File: config.mk
export PLATFORM = sky130hd
export DESIGN_NAME = str_ram_arbiter_flat
export DESIGN_NICKNAME = d
export VERILOG_FILES = /design/src/rtl/str_ram_arbiter_pkg.sv /design/src/rtl/str_ram_arbiter_if.sv /design/src/rtl/str_ram_arbiter_rr_arb2.sv /design/src/rtl/str_ram_arbiter.sv /design/src/flat_wrapper.sv
export SDC_FILE = /design/constraint.sdc
export NUM_CORES = 1
export LEC_CHECK = 0
export BUFFER_PORTS_ARGS = -buffer_cell sky130_fd_sc_hd__buf_4
export CAP_MARGIN = 10
export CORE_ASPECT_RATIO = 0.9
export CORE_MARGIN = 8
export CORE_UTILIZATION = 44
export CTS_CLUSTER_DIAMETER = 60
export DETAILED_ROUTE_END_ITERATION = 8
export MAX_ROUTING_LAYER = met4
export PLACE_DENSITY = 0.79
export SLEW_MARGIN = 0
export SYNTH_ARGS = -nofsm -noshare
export SYNTH_HDL_FRONTEND = slang
export SYNTH_HIERARCHICAL = 1
export SYNTH_SLANG_ARGS = --single-unit
File: constraint.sdc
create_clock -name clk -period 1.89 [get_ports clk]
set_input_delay 0 -clock clk [delete_from_list [all_inputs] [get_ports clk]]
set_output_delay 0 -clock clk [all_outputs]
set_load 0.005 [all_outputs]
File: src/rtl/str_ram_arbiter_pkg.sv
// rtl/str_ram_arbiter_pkg.sv - shared types and constants for the string RAM arbiter
package str_ram_pkg;

  localparam int DEF_ADDR_W = 8;
  localparam int DEF_DATA_W = 8;

  localparam logic REQ0 = 1'b0;
  localparam logic REQ1 = 1'b1;

  typedef enum logic [1:0] {
    IDLE   = 2'd0,
    CMD    = 2'd1,
    RDWAIT = 2'd2,
    RESP   = 2'd3
  } state_t;

endpackage

File: src/rtl/str_ram_arbiter_if.sv
// rtl/str_ram_arbiter_if.sv - requester and string RAM signal bundle
interface str_ram_arbiter_if
  import str_ram_pkg::*;
#(
  parameter int ADDR_W = DEF_ADDR_W,
  parameter int DATA_W = DEF_DATA_W
);

  logic              r0_req;
  logic              r0_we;
  logic [ADDR_W-1:0] r0_addr;
  logic [DATA_W-1:0] r0_wdata;
  logic              r0_gnt;
  logic              r0_rvalid;
  logic [DATA_W-1:0] r0_rdata;

  logic              r1_req;
  logic              r1_we;
  logic [ADDR_W-1:0] r1_addr;
  logic [DATA_W-1:0] r1_wdata;
  logic              r1_gnt;
  logic              r1_rvalid;
  logic [DATA_W-1:0] r1_rdata;

  logic              ram_init;
  logic              ram_rd;
  logic              ram_wr;
  logic [ADDR_W-1:0] ram_addr;
  logic [DATA_W-1:0] ram_din;
  logic [DATA_W-1:0] ram_dout;

  modport slave (
    input  r0_req, r0_we, r0_addr, r0_wdata,
    output r0_gnt, r0_rvalid, r0_rdata,
    input  r1_req, r1_we, r1_addr, r1_wdata,
    output r1_gnt, r1_rvalid, r1_rdata,
    output ram_init, ram_rd, ram_wr, ram_addr, ram_din,
    input  ram_dout
  );

  modport master (
    output r0_req, r0_we, r0_addr, r0_wdata,
    input  r0_gnt, r0_rvalid, r0_rdata,
    output r1_req, r1_we, r1_addr, r1_wdata,
    input  r1_gnt, r1_rvalid, r1_rdata,
    input  ram_init, ram_rd, ram_wr, ram_addr, ram_din,
    output ram_dout
  );

endinterface

File: src/rtl/str_ram_arbiter_rr_arb2.sv
// rtl/str_ram_arbiter_rr_arb2.sv - two-way round-robin / fixed-priority pick
module rr_arb2
  import str_ram_pkg::*;
(
  input  logic [1:0] req,
  input  logic       last,
  input  logic       fixed,
  output logic       win,
  output logic       any
);

  always_comb begin
    any = |req;
    win = REQ0;
    if (fixed) begin
      win = req[0] ? REQ0 : (req[1] ? REQ1 : REQ0);
    end else if (&req) begin
      // contention: whoever was not served last goes next
      win = ~last;
    end else begin
      win = req[1] ? REQ1 : REQ0;
    end
  end

endmodule

File: src/rtl/str_ram_arbiter.sv
// rtl/str_ram_arbiter.sv - serialises two requesters onto one registered-read string RAM
module str_ram_arbiter
  import str_ram_pkg::*;
#(
  parameter int ADDR_W     = DEF_ADDR_W,
  parameter int DATA_W     = DEF_DATA_W,
  parameter int FIXED_PRIO = 0
) (
  input logic              clk,
  input logic              rst,
  str_ram_arbiter_if.slave bus
);

  state_t            state;
  state_t            state_nxt;
  logic              winner;
  logic              cmd_we;
  logic              last_grant;
  logic [ADDR_W-1:0] addr_q;
  logic [DATA_W-1:0] din_q;
  logic [DATA_W-1:0] rdata0_q;
  logic [DATA_W-1:0] rdata1_q;

  logic arb_win;
  logic arb_any;
  logic gnt0;
  logic gnt1;
  logic rvalid0;
  logic rvalid1;
  logic ram_init_c;
  logic ram_rd_c;
  logic ram_wr_c;

  rr_arb2 u_arb (
    .req   ({bus.r1_req, bus.r0_req}),
    .last  (last_grant),
    .fixed (FIXED_PRIO != 0),
    .win   (arb_win),
    .any   (arb_any)
  );

  always_ff @(posedge clk) begin
    if (rst) begin
      state      <= IDLE;
      winner     <= REQ0;
      cmd_we     <= 1'b0;
      last_grant <= REQ1;
      addr_q     <= '0;
      din_q      <= '0;
      rdata0_q   <= '0;
      rdata1_q   <= '0;
    end else begin
      state <= state_nxt;
      case (state)
        IDLE: begin
          if (arb_any) begin
            winner <= arb_win;
            cmd_we <= (arb_win == REQ1) ? bus.r1_we    : bus.r0_we;
            addr_q <= (arb_win == REQ1) ? bus.r1_addr  : bus.r0_addr;
            din_q  <= (arb_win == REQ1) ? bus.r1_wdata : bus.r0_wdata;
          end
        end
        CMD: last_grant <= winner;
        RDWAIT: begin
          // RAM output is valid for exactly this cycle; keep it per requester
          if (winner == REQ1) rdata1_q <= bus.ram_dout;
          else                rdata0_q <= bus.ram_dout;
        end
        default: ;
      endcase
    end
  end

  always_comb begin
    state_nxt  = state;
    ram_init_c = 1'b0;
    ram_rd_c   = 1'b0;
    ram_wr_c   = 1'b0;
    gnt0       = 1'b0;
    gnt1       = 1'b0;
    rvalid0    = 1'b0;
    rvalid1    = 1'b0;
    case (state)
      IDLE: begin
        if (arb_any) state_nxt = CMD;
      end
      CMD: begin
        ram_init_c = 1'b1;
        ram_wr_c   = cmd_we;
        ram_rd_c   = ~cmd_we;
        gnt0       = (winner == REQ0);
        gnt1       = (winner == REQ1);
        state_nxt  = cmd_we ? IDLE : RDWAIT;
      end
      RDWAIT: state_nxt = RESP;
      RESP: begin
        rvalid0   = (winner == REQ0);
        rvalid1   = (winner == REQ1);
        state_nxt = IDLE;
      end
      default: state_nxt = IDLE;
    endcase
  end

  assign bus.r0_gnt    = gnt0;
  assign bus.r1_gnt    = gnt1;
  assign bus.r0_rvalid = rvalid0;
  assign bus.r1_rvalid = rvalid1;
  assign bus.r0_rdata  = rdata0_q;
  assign bus.r1_rdata  = rdata1_q;
  assign bus.ram_init  = ram_init_c;
  assign bus.ram_rd    = ram_rd_c;
  assign bus.ram_wr    = ram_wr_c;
  assign bus.ram_addr  = addr_q;
  assign bus.ram_din   = din_q;

endmodule

File: src/flat_wrapper.sv
// flat-port wrapper written by rule: the top's interface ports become plain ports
module str_ram_arbiter_flat import str_ram_pkg::*;
#(
  parameter int ADDR_W     = DEF_ADDR_W,
  parameter int DATA_W     = DEF_DATA_W,
  parameter int FIXED_PRIO = 0
)
  (clk, rst, bus_r0_req, bus_r0_we, bus_r0_addr, bus_r0_wdata, bus_r0_gnt, bus_r0_rvalid, bus_r0_rdata, bus_r1_req, bus_r1_we, bus_r1_addr, bus_r1_wdata, bus_r1_gnt, bus_r1_rvalid, bus_r1_rdata, bus_ram_init, bus_ram_rd, bus_ram_wr, bus_ram_addr, bus_ram_din, bus_ram_dout);
  str_ram_arbiter_if #(.ADDR_W(ADDR_W), .DATA_W(DATA_W)) bus_i ();
  input logic clk;
  input logic rst;
  input wire logic [$bits(bus_i.r0_req)-1:0] bus_r0_req;
  input wire logic [$bits(bus_i.r0_we)-1:0] bus_r0_we;
  input wire logic [$bits(bus_i.r0_addr)-1:0] bus_r0_addr;
  input wire logic [$bits(bus_i.r0_wdata)-1:0] bus_r0_wdata;
  output wire logic [$bits(bus_i.r0_gnt)-1:0] bus_r0_gnt;
  output wire logic [$bits(bus_i.r0_rvalid)-1:0] bus_r0_rvalid;
  output wire logic [$bits(bus_i.r0_rdata)-1:0] bus_r0_rdata;
  input wire logic [$bits(bus_i.r1_req)-1:0] bus_r1_req;
  input wire logic [$bits(bus_i.r1_we)-1:0] bus_r1_we;
  input wire logic [$bits(bus_i.r1_addr)-1:0] bus_r1_addr;
  input wire logic [$bits(bus_i.r1_wdata)-1:0] bus_r1_wdata;
  output wire logic [$bits(bus_i.r1_gnt)-1:0] bus_r1_gnt;
  output wire logic [$bits(bus_i.r1_rvalid)-1:0] bus_r1_rvalid;
  output wire logic [$bits(bus_i.r1_rdata)-1:0] bus_r1_rdata;
  output wire logic [$bits(bus_i.ram_init)-1:0] bus_ram_init;
  output wire logic [$bits(bus_i.ram_rd)-1:0] bus_ram_rd;
  output wire logic [$bits(bus_i.ram_wr)-1:0] bus_ram_wr;
  output wire logic [$bits(bus_i.ram_addr)-1:0] bus_ram_addr;
  output wire logic [$bits(bus_i.ram_din)-1:0] bus_ram_din;
  input wire logic [$bits(bus_i.ram_dout)-1:0] bus_ram_dout;
  assign bus_i.r0_req = bus_r0_req;
  assign bus_i.r0_we = bus_r0_we;
  assign bus_i.r0_addr = bus_r0_addr;
  assign bus_i.r0_wdata = bus_r0_wdata;
  assign bus_r0_gnt = bus_i.r0_gnt;
  assign bus_r0_rvalid = bus_i.r0_rvalid;
  assign bus_r0_rdata = bus_i.r0_rdata;
  assign bus_i.r1_req = bus_r1_req;
  assign bus_i.r1_we = bus_r1_we;
  assign bus_i.r1_addr = bus_r1_addr;
  assign bus_i.r1_wdata = bus_r1_wdata;
  assign bus_r1_gnt = bus_i.r1_gnt;
  assign bus_r1_rvalid = bus_i.r1_rvalid;
  assign bus_r1_rdata = bus_i.r1_rdata;
  assign bus_ram_init = bus_i.ram_init;
  assign bus_ram_rd = bus_i.ram_rd;
  assign bus_ram_wr = bus_i.ram_wr;
  assign bus_ram_addr = bus_i.ram_addr;
  assign bus_ram_din = bus_i.ram_din;
  assign bus_i.ram_dout = bus_ram_dout;
  str_ram_arbiter #(.ADDR_W(ADDR_W), .DATA_W(DATA_W), .FIXED_PRIO(FIXED_PRIO)) u_core (.clk(clk), .rst(rst), .bus(bus_i));
endmodule
==> results of run 1 <==
[worst max-delay path, stage by stage (launching register included)]
cell                      delay, ps
sky130_fd_sc_hd__dfxtp_1        500
sky130_fd_sc_hd__nor3b_2        550
sky130_fd_sc_hd__nand2_1        120
sky130_fd_sc_hd__a21oi_1        160
[cell usage in the layout, fill, tap and decap left out, drive strengths merged]
| master | n |
|---|---|
| nor3b | 2 |
| o21ai | 1 |
| a211oi | 17 |
| or2 | 1 |
| dfxtp | 37 |
| nor3 | 1 |
| conb | 1 |
| nor2 | 22 |
| dlygate4sd3 | 8 |
| inv | 1 |
| a211o | 1 |
| and3 | 1 |
| buf | 86 |
| or3b | 1 |
| and3b | 1 |
| and2 | 3 |
| nor2b | 1 |
| nand2b | 1 |
| nand3b | 1 |
| clkbuf | 8 |
| mux2i | 18 |
| o21ba | 1 |
| nand2 | 33 |
| a21oi | 16 |
[per-layer routing]
layer  GRT usage [%]  up-vias
li1                -      767
met1            16.4      684
met3            5.87        5
met4            5.44        0
met5               -        -
met2            26.0       40
[sequential cells by signal, summed over array words and instances (netlist names), named ones only]
| signal | count |
|---|---|
| u_core/bus.ram_addr | 8 |
| u_core/bus.r0_rdata | 8 |
| u_core/state | 1 |
| u_core/cmd_we | 1 |
| u_core/bus.r1_rdata | 8 |
| u_core/bus.ram_din | 8 |
| u_core/winner | 1 |
| u_core/last_grant | 1 |
[cells in the mapped netlist, drive strengths merged]
library cell	instances	area [um2]
conb	1	3.75
a211oi	17	193
and3	1	6.26
or2	1	6.26
nand2b	1	6.26
a21oi	16	80.1
nand3b	1	7.51
mux2i	18	180
buf	9	71.3
nand2	33	124
o21ba	1	10.0
nor2b	1	6.26
nor3	1	5.00
nor2	22	90.1
a211o	1	8.76
or3b	1	8.76
and3b	1	8.76
nor3b	2	31.3
clkbuf	5	18.8
and2	3	18.8
dfxtp	37	741
inv	1	3.75
o21ai	1	5.00
[how the worst max path moves through the flow]
stage / startpoint / end / slack (ps) / cells past startpoint
floorplan: u_core/last_grant$_SDFFE_PP1N_ / u_core/bus.ram_addr[1]$_SDFFE_PP0P_ / 510 / 6
global placement: flip-flop / u_core/bus.r0_rdata[0]$_SDFFE_PP0P_ / 540 / 3
detailed placement: flip-flop / u_core/bus.r0_rdata[3]$_SDFFE_PP0P_ / 510 / 3
CTS: flip-flop / bus_r1_gnt / 490 / 4
global route: flip-flop / u_core/bus.r0_rdata[3]$_SDFFE_PP0P_ / 400 / 3
finish: flip-flop / u_core/bus.r0_rdata[3]$_SDFFE_PP0P_ / 480 / 3
[metrics by stage]
step | util (%) | cells
after floorplan | - | 175
after global placement | 61.9 | 293
after detailed placement | 61.9 | 293
after CTS | 66.3 | 309
after global routing | 66.3 | 309
final | 66.3 | 309
[cell type report]
type	count	area share (%)
sequential	37	30.6
inverter	1	0.155
multi-input combinational	123	33.0
clock buffer	8	3.31
tap	46	2.38
timing repair buffer	94	30.5
[kinds of logic after synthesis]
logic type	after synthesis	synth area share [%]
muxes	18	11.0
DFF	37	45.3
and+or+nand+nor	68	19.5
buffers and inverters	15	5.74
AOI/OAI and AO/OA	36	18.1
other	1	0.229
[power breakdown]
group	switching [mW]	internal [mW]
logic	0.187	0.242
clock network	0.258	0.262
registers	0.0447	0.843
==> out/summary.log, run 1 <==
[job] max-capacitance violation count 0
[layout] sequential standard cell area 741 um2
[detailed_routing] post-route DRC violation count 0
[layout] net count of the finished layout 308
[critical_path] arrival time worst endpoint 1620 ps
[min_path] Hold Path End u_core/bus.ram_din[1]$_SDFFE_PP0P_
[detailed_routing] met1 routed wirelength after detailed routing 1800 um
[place] RePlAce Congestion 0.733
[min_path] hold wc startpoint bus_r0_wdata[1]
[critical_path] worst-case reg-to-reg path depth 3
[cts] number of sinks handled by clock tree synthesis 37
[floorplan] height of the die 73.8 um
[logic_synthesis] area of the mapped netlist 1630 um2
[detailed_routing] highest routing layer actually used met4
[sta] actual transition at the worst max-transition pin 554 ps
[cts] number of H-tree branching levels 2
[critical_path] Reg2Reg Capture Point u_core/bus.r0_rdata[3]$_SDFFE_PP0P_
[logic_synthesis] gate count after technology mapping 175
[pwr] Tot Pwr 1.84 mW
[logic_synthesis] number of distinct library cell variants in the gate-level netlist after synthesis 28
[logic_synthesis] synthesized flop and latch total 37
[layout] final cell area excluding filler cells 2420 um2
[logic_synthesis] sequential share of the synthesized area 45.3%
[detailed_routing] count of TritonRoute iterations in the first routing pass 4
[grt] number of antenna violations at the first check in global routing 0
[cts] Max Buffers Root-to-Sink 2
[grt] maximum number of pins on one net before global-route repair 38
[sta] unrepaired setup endpoints after global routing no
[cts] number of clock buffers inserted by TritonCTS 5
[sta] Final Hold Fails 0
[critical_path] internal reg-to-reg setup slack 480 ps
[cts] Root Buffer Master sky130_fd_sc_hd__clkbuf_8
[sta] Max Clock Skew 1.70 ps
[outcome] run status complete, no violations
[critical_path] required time worst endpoint 2100 ps
[detailed_routing] Met3 Wirelength 298 um
[grt] via count of the first global-routing pass 1,443
[cts] number of resized instances in the post-cts repair step 0
[pwr] Worst VDD drop 0.642 mV
[cts] Post-CTS Hold Fix Bufs 8
[detailed_routing] number of routed nets with antenna violations 0
[detailed_routing] routed vias 1,496
[floorplan] full die area 5920 um2
[pwr] power per cell area 759 nW/um2
[sta] share of the clock period used by the worst path after layout 74.4%
[cts] Clock transition at path regs 70 ps
[floorplan] core box area 3650 um2
[floorplan] starting density of the core 44.7%
[detailed_routing] met2 wire length 2220 um
[sta] worst setup slack after layout 484 ps
[layout] filler instances 327
[min_path] worst hold path stage count 3
[sta] Slew Viols, Final 0
[critical_path] class of the most critical setup path flip-flop to flip-flop
[place] placed wire-length estimate 3210 um
[place] count of input and output buffers 84
[layout] number of antenna diodes 0
[critical_path] largest fanout of any net on the critical path 10
[critical_path] kind of start point of the critical path flip-flop
[detailed_routing] Routed Wire Length 4380 um
[layout] synthesis-to-layout area growth 48.1%
[sta] hold slack final 66.0 ps
[cts] TritonCTS clock tree yes
[layout] share of post-route cells with drive strength above 1 42.2%
[logic_synthesis] per-instance average area after synthesis 9.34 um2
[sta] final sum of negative setup slack 0 ps
[place] total cell area at the placement stage 2260 um2
[floorplan] x dimension of the die 80.2 um
[sta] Final setup violation count 0
[detailed_routing] average wire per cell in the routed design 14.2 um
[sta] Slew headroom 62.9%
[grt] wire length of the first global-routing pass 6950 um
[place] Setup WS pre-CTS 514 ps
[critical_path] kind of end point of the critical path flip-flop
[pwr] leakage 1.07 nW
[grt] total grt overflow 0
[logic_synthesis] total of warnings raised by yosys 6
[logic_synthesis] number of nets in the synthesized netlist 221
[detailed_routing] number of DRC violations after detailed-routing iteration 0 88
[layout] area taken by multi-input logic gates 800 um2
[min_path] class of the worst hold path input port to flip-flop
[floorplan] Row Count 21
[cts] buffers inserted during post-CTS setup optimization 0
[grt] total global routing track utilization 15.5%
[detailed_routing] Vias per Instance 4.84
[cts] Skew-Pair Late Insertion Delay 280 ps
[floorplan] number of I/O pins 85
[sta] maximum clock frequency 711 MHz
[sta] crit path time final 1410 ps
No activity file was read; power rests on OpenSTA's default activity.
==> run 2: changes to the inputs <==
--- a/config.mk
+++ b/config.mk
@@ -5,15 +5,16 @@
 export SDC_FILE = /design/constraint.sdc
 export NUM_CORES = 1
 export LEC_CHECK = 0
+export ABC_AREA = 1
 export BUFFER_PORTS_ARGS = -buffer_cell sky130_fd_sc_hd__buf_4
 export CAP_MARGIN = 10
 export CORE_ASPECT_RATIO = 0.9
 export CORE_MARGIN = 8
-export CORE_UTILIZATION = 44
+export CORE_UTILIZATION = 42
 export CTS_CLUSTER_DIAMETER = 60
 export DETAILED_ROUTE_END_ITERATION = 8
 export MAX_ROUTING_LAYER = met4
-export PLACE_DENSITY = 0.79
+export PLACE_DENSITY = 0.77
 export SLEW_MARGIN = 0
 export SYNTH_ARGS = -nofsm -noshare
 export SYNTH_HDL_FRONTEND = slang
==> constraint.sdc (replaced) <==
create_clock -name clk -period 1.25 [get_ports clk]
set_input_delay 0 -clock clk [delete_from_list [all_inputs] [get_ports clk]]
set_output_delay 0 -clock clk [all_outputs]
set_load 0.005 [all_outputs]
==> run 2 against run 1 <==
First-iteration DRC count grew 33%. Highest routed layer unchanged. Via count grew 26%. Critical path depth is 2 higher. Clock power grew 90%. Register-to-register slack worse by 390 ps. Worst hold slack worse by 42 ps. Design area up 12%. Sequential cell count unchanged. Area after synthesis grew 11%.
==> out/summary.log, run 2 <==
[place] Post-Place Cells 427
[min_path] class of the worst hold path input port to flip-flop
[grt] via count of the first global-routing pass 1,761
[sta] Final setup violation count 0
[grt] total global routing track utilization 15.1%
[floorplan] full die area 6660 um2
[layout] synthesis-to-layout area growth 50.0%
[detailed_routing] Vias per Instance 4.23
[floorplan] core box area 4100 um2
[place] RePlAce Congestion 0.762
[cts] Clock transition at path regs 70 ps
[place] placed wire-length estimate 3500 um
[detailed_routing] average wire per cell in the routed design 10.9 um
[job] max-capacitance violation count 0
[logic_synthesis] ys async rst share 0%
[logic_synthesis] top post-synthesis cells by area sky130_fd_sc_hd__dfxtp_1 41%, sky130_fd_sc_hd__nand2_1 26%, sky130_fd_sc_hd__nor2_1 15%
[logic_synthesis] synthesized flop and latch total 37
[floorplan] x dimension of the die 85.2 um
[logic_synthesis] most common cell in the netlist sky130_fd_sc_hd__nand2_1
[layout] area taken by multi-input logic gates 850 um2
[critical_path] internal reg-to-reg setup slack 90 ps
[layout] Cell Count, Final, Fillers Out 445
[cts] TritonCTS clock tree yes
[sta] Max Clock Skew 6.23 ps
[layout] most common cell after layout, fill and taps aside sky130_fd_sc_hd__nand2_1
[logic_synthesis] sequential share of the synthesized area 41.0%
[outcome] run status complete, no violations
[logic_synthesis] number of nets in the synthesized netlist 346
[logic_synthesis] per-instance average area after synthesis 6.03 um2
[place] count of input and output buffers 84
[layout] commonest non-fill, non-tap cells in the layout 122 x sky130_fd_sc_hd__nand2_1, 90 x sky130_fd_sc_hd__buf_4, 70 x sky130_fd_sc_hd__nor2_1
[sta] hold slack final 23.8 ps
[floorplan] number of I/O pins 85
[pwr] power per cell area 1150 nW/um2
[logic_synthesis] gate count after technology mapping 300
[logic_synthesis] synth cell count leaders 123 x sky130_fd_sc_hd__nand2_1, 74 x sky130_fd_sc_hd__nor2_1, 41 x sky130_fd_sc_hd__inv_1
[detailed_routing] number of DRC violations after detailed-routing iteration 0 117
[logic_synthesis] area fraction of the dominant cell type after synthesis 41.0%
[cts] number of H-tree branching levels 2
[sta] Final Hold Fails 0
[pwr] Worst VDD drop 0.563 mV
[cts] Skew-Pair Late Insertion Delay 280 ps
[cts] number of sinks handled by clock tree synthesis 37
[logic_synthesis] total of warnings raised by yosys 6
[grt] number of antenna violations at the first check in global routing 0
[sta] maximum clock frequency 833 MHz
[detailed_routing] number of routed nets with antenna violations 0
[grt] maximum number of pins on one net before global-route repair 35
[cts] Root Buffer Master sky130_fd_sc_hd__clkbuf_8
[floorplan] starting density of the core 44.1%
[critical_path] arrival time worst endpoint 1200 ps
[cts] Max Buffers Root-to-Sink 2
[detailed_routing] post-route DRC violation count 0
[pwr] leakage 1.56 nW
[logic_synthesis] number of distinct library cell variants in the gate-level netlist after synthesis 17
[detailed_routing] Routed Wire Length 4850 um
[layout] final cell area excluding filler cells 2710 um2
[critical_path] required time worst endpoint 1250 ps
[sta] share of the clock period used by the worst path after layout 96.1%
[layout] filler instances 387
[floorplan] height of the die 78.2 um
[grt] wire length of the first global-routing pass 8110 um
[critical_path] largest fanout of any net on the critical path 4
[sta] crit path time final 1200 ps
[logic_synthesis] EDFF count, synth 0
[logic_synthesis] area of the mapped netlist 1810 um2
[floorplan] Row Count 22
[logic_synthesis] Most used DFF post-synth sky130_fd_sc_hd__dfxtp_1
[layout] net count of the finished layout 443
[critical_path] kind of end point of the critical path output port
[layout] share of post-route cells with drive strength above 1 28.5%
[layout] number of antenna diodes 0
[critical_path] class of the most critical setup path flip-flop to output port
[sta] unrepaired setup endpoints after global routing yes
[grt] total grt overflow 0
[layout] sequential standard cell area 746 um2
[cts] number of clock buffers inserted by TritonCTS 5
[detailed_routing] routed vias 1,881
[logic_synthesis] most area-hungry cell type in the Yosys netlist sky130_fd_sc_hd__dfxtp_1
[place] total cell area at the placement stage 2450 um2
[sta] Slew Viols, Final 0
[detailed_routing] count of TritonRoute iterations in the first routing pass 4
[critical_path] kind of start point of the critical path flip-flop
[pwr] Tot Pwr 3.12 mW
[sta] final sum of negative setup slack 0 ps
## run 2: where the power goes
part           leakage, nW  switching, mW  internal (mW)
logic                 1.20          0.387          0.397
clock network       0.0540          0.406          0.580
registers            0.305         0.0584           1.29
## run 2: what timing repair did
action                                  in CTS  in global routing
endpoints found under the setup margin       4                 21
hold endpoints to repair                    18                  0
pin swaps                                    1                  2
hold buffers                                 9                  0
buffers inserted                             1                  1
resized for setup                            3                 13
## run 2: worst max-delay path, cell delays in order, from the launching register on
cell,delay [ps]
sky130_fd_sc_hd__dfxtp_4,360
sky130_fd_sc_hd__buf_6,120
sky130_fd_sc_hd__nor2_4,140
sky130_fd_sc_hd__inv_2,70
sky130_fd_sc_hd__nor2_2,110
sky130_fd_sc_hd__buf_4,110
## run 2: final cells by class
cell class	count	share of cell area [%]
repair buffers	101	29.1
inverters	43	6.05
multi-input cells	209	31.3
flip-flops and latches	37	27.5
clock inverters	2	1.29
clock buffers	5	2.54
well taps	48	2.22
## run 2: routing by layer
metal	wire length (um)	vias to the layer above	track usage, %
met5	0	-	-
met4	70	0	6.39
met3	310	6	4.79
met2	2380	49	24.2
met1	2100	773	17.2
li1	-	1053	-
## run 2: final timing paths
kind,from,to,depth (start not counted)
setup / recovery,flip-flop,bus_r0_gnt,5
setup reg to reg,u_core/last_grant$_SDFFE_PP1N_,u_core/bus.ram_addr[3]$_SDFFE_PP0P_,8
hold / removal,bus_r0_wdata[4],u_core/bus.ram_din[4]$_SDFFE_PP0P_,5
hold reg to reg,u_core/state[0]$_SDFFE_PP0P_,u_core/state[0]$_SDFFE_PP0P_,1
## run 2: kinds of logic (layout without fill, tap and decap cells)
kind of cell | after synthesis | in the layout | synth area share (%)
AO/OA/AOI/OAI | 2 | 2 | 0.554
flip-flops | 37 | 37 | 41.0
AND/OR/NAND/NOR | 206 | 206 | 44.4
other | 1 | 1 | 0.207
buffers and inverters | 54 | 151 | 13.9
## run 2: metrics by stage
| stage | setup WS, ps | util (%) |
|---|---|---|
| floorplan | 60.6 | - |
| global route | -40.1 | 66.1 |
| CTS | 24.4 | 64.8 |
| finish | 49.1 | 66.1 |
| global placement | 103 | 59.8 |
| detailed placement | 51.6 | 59.8 |
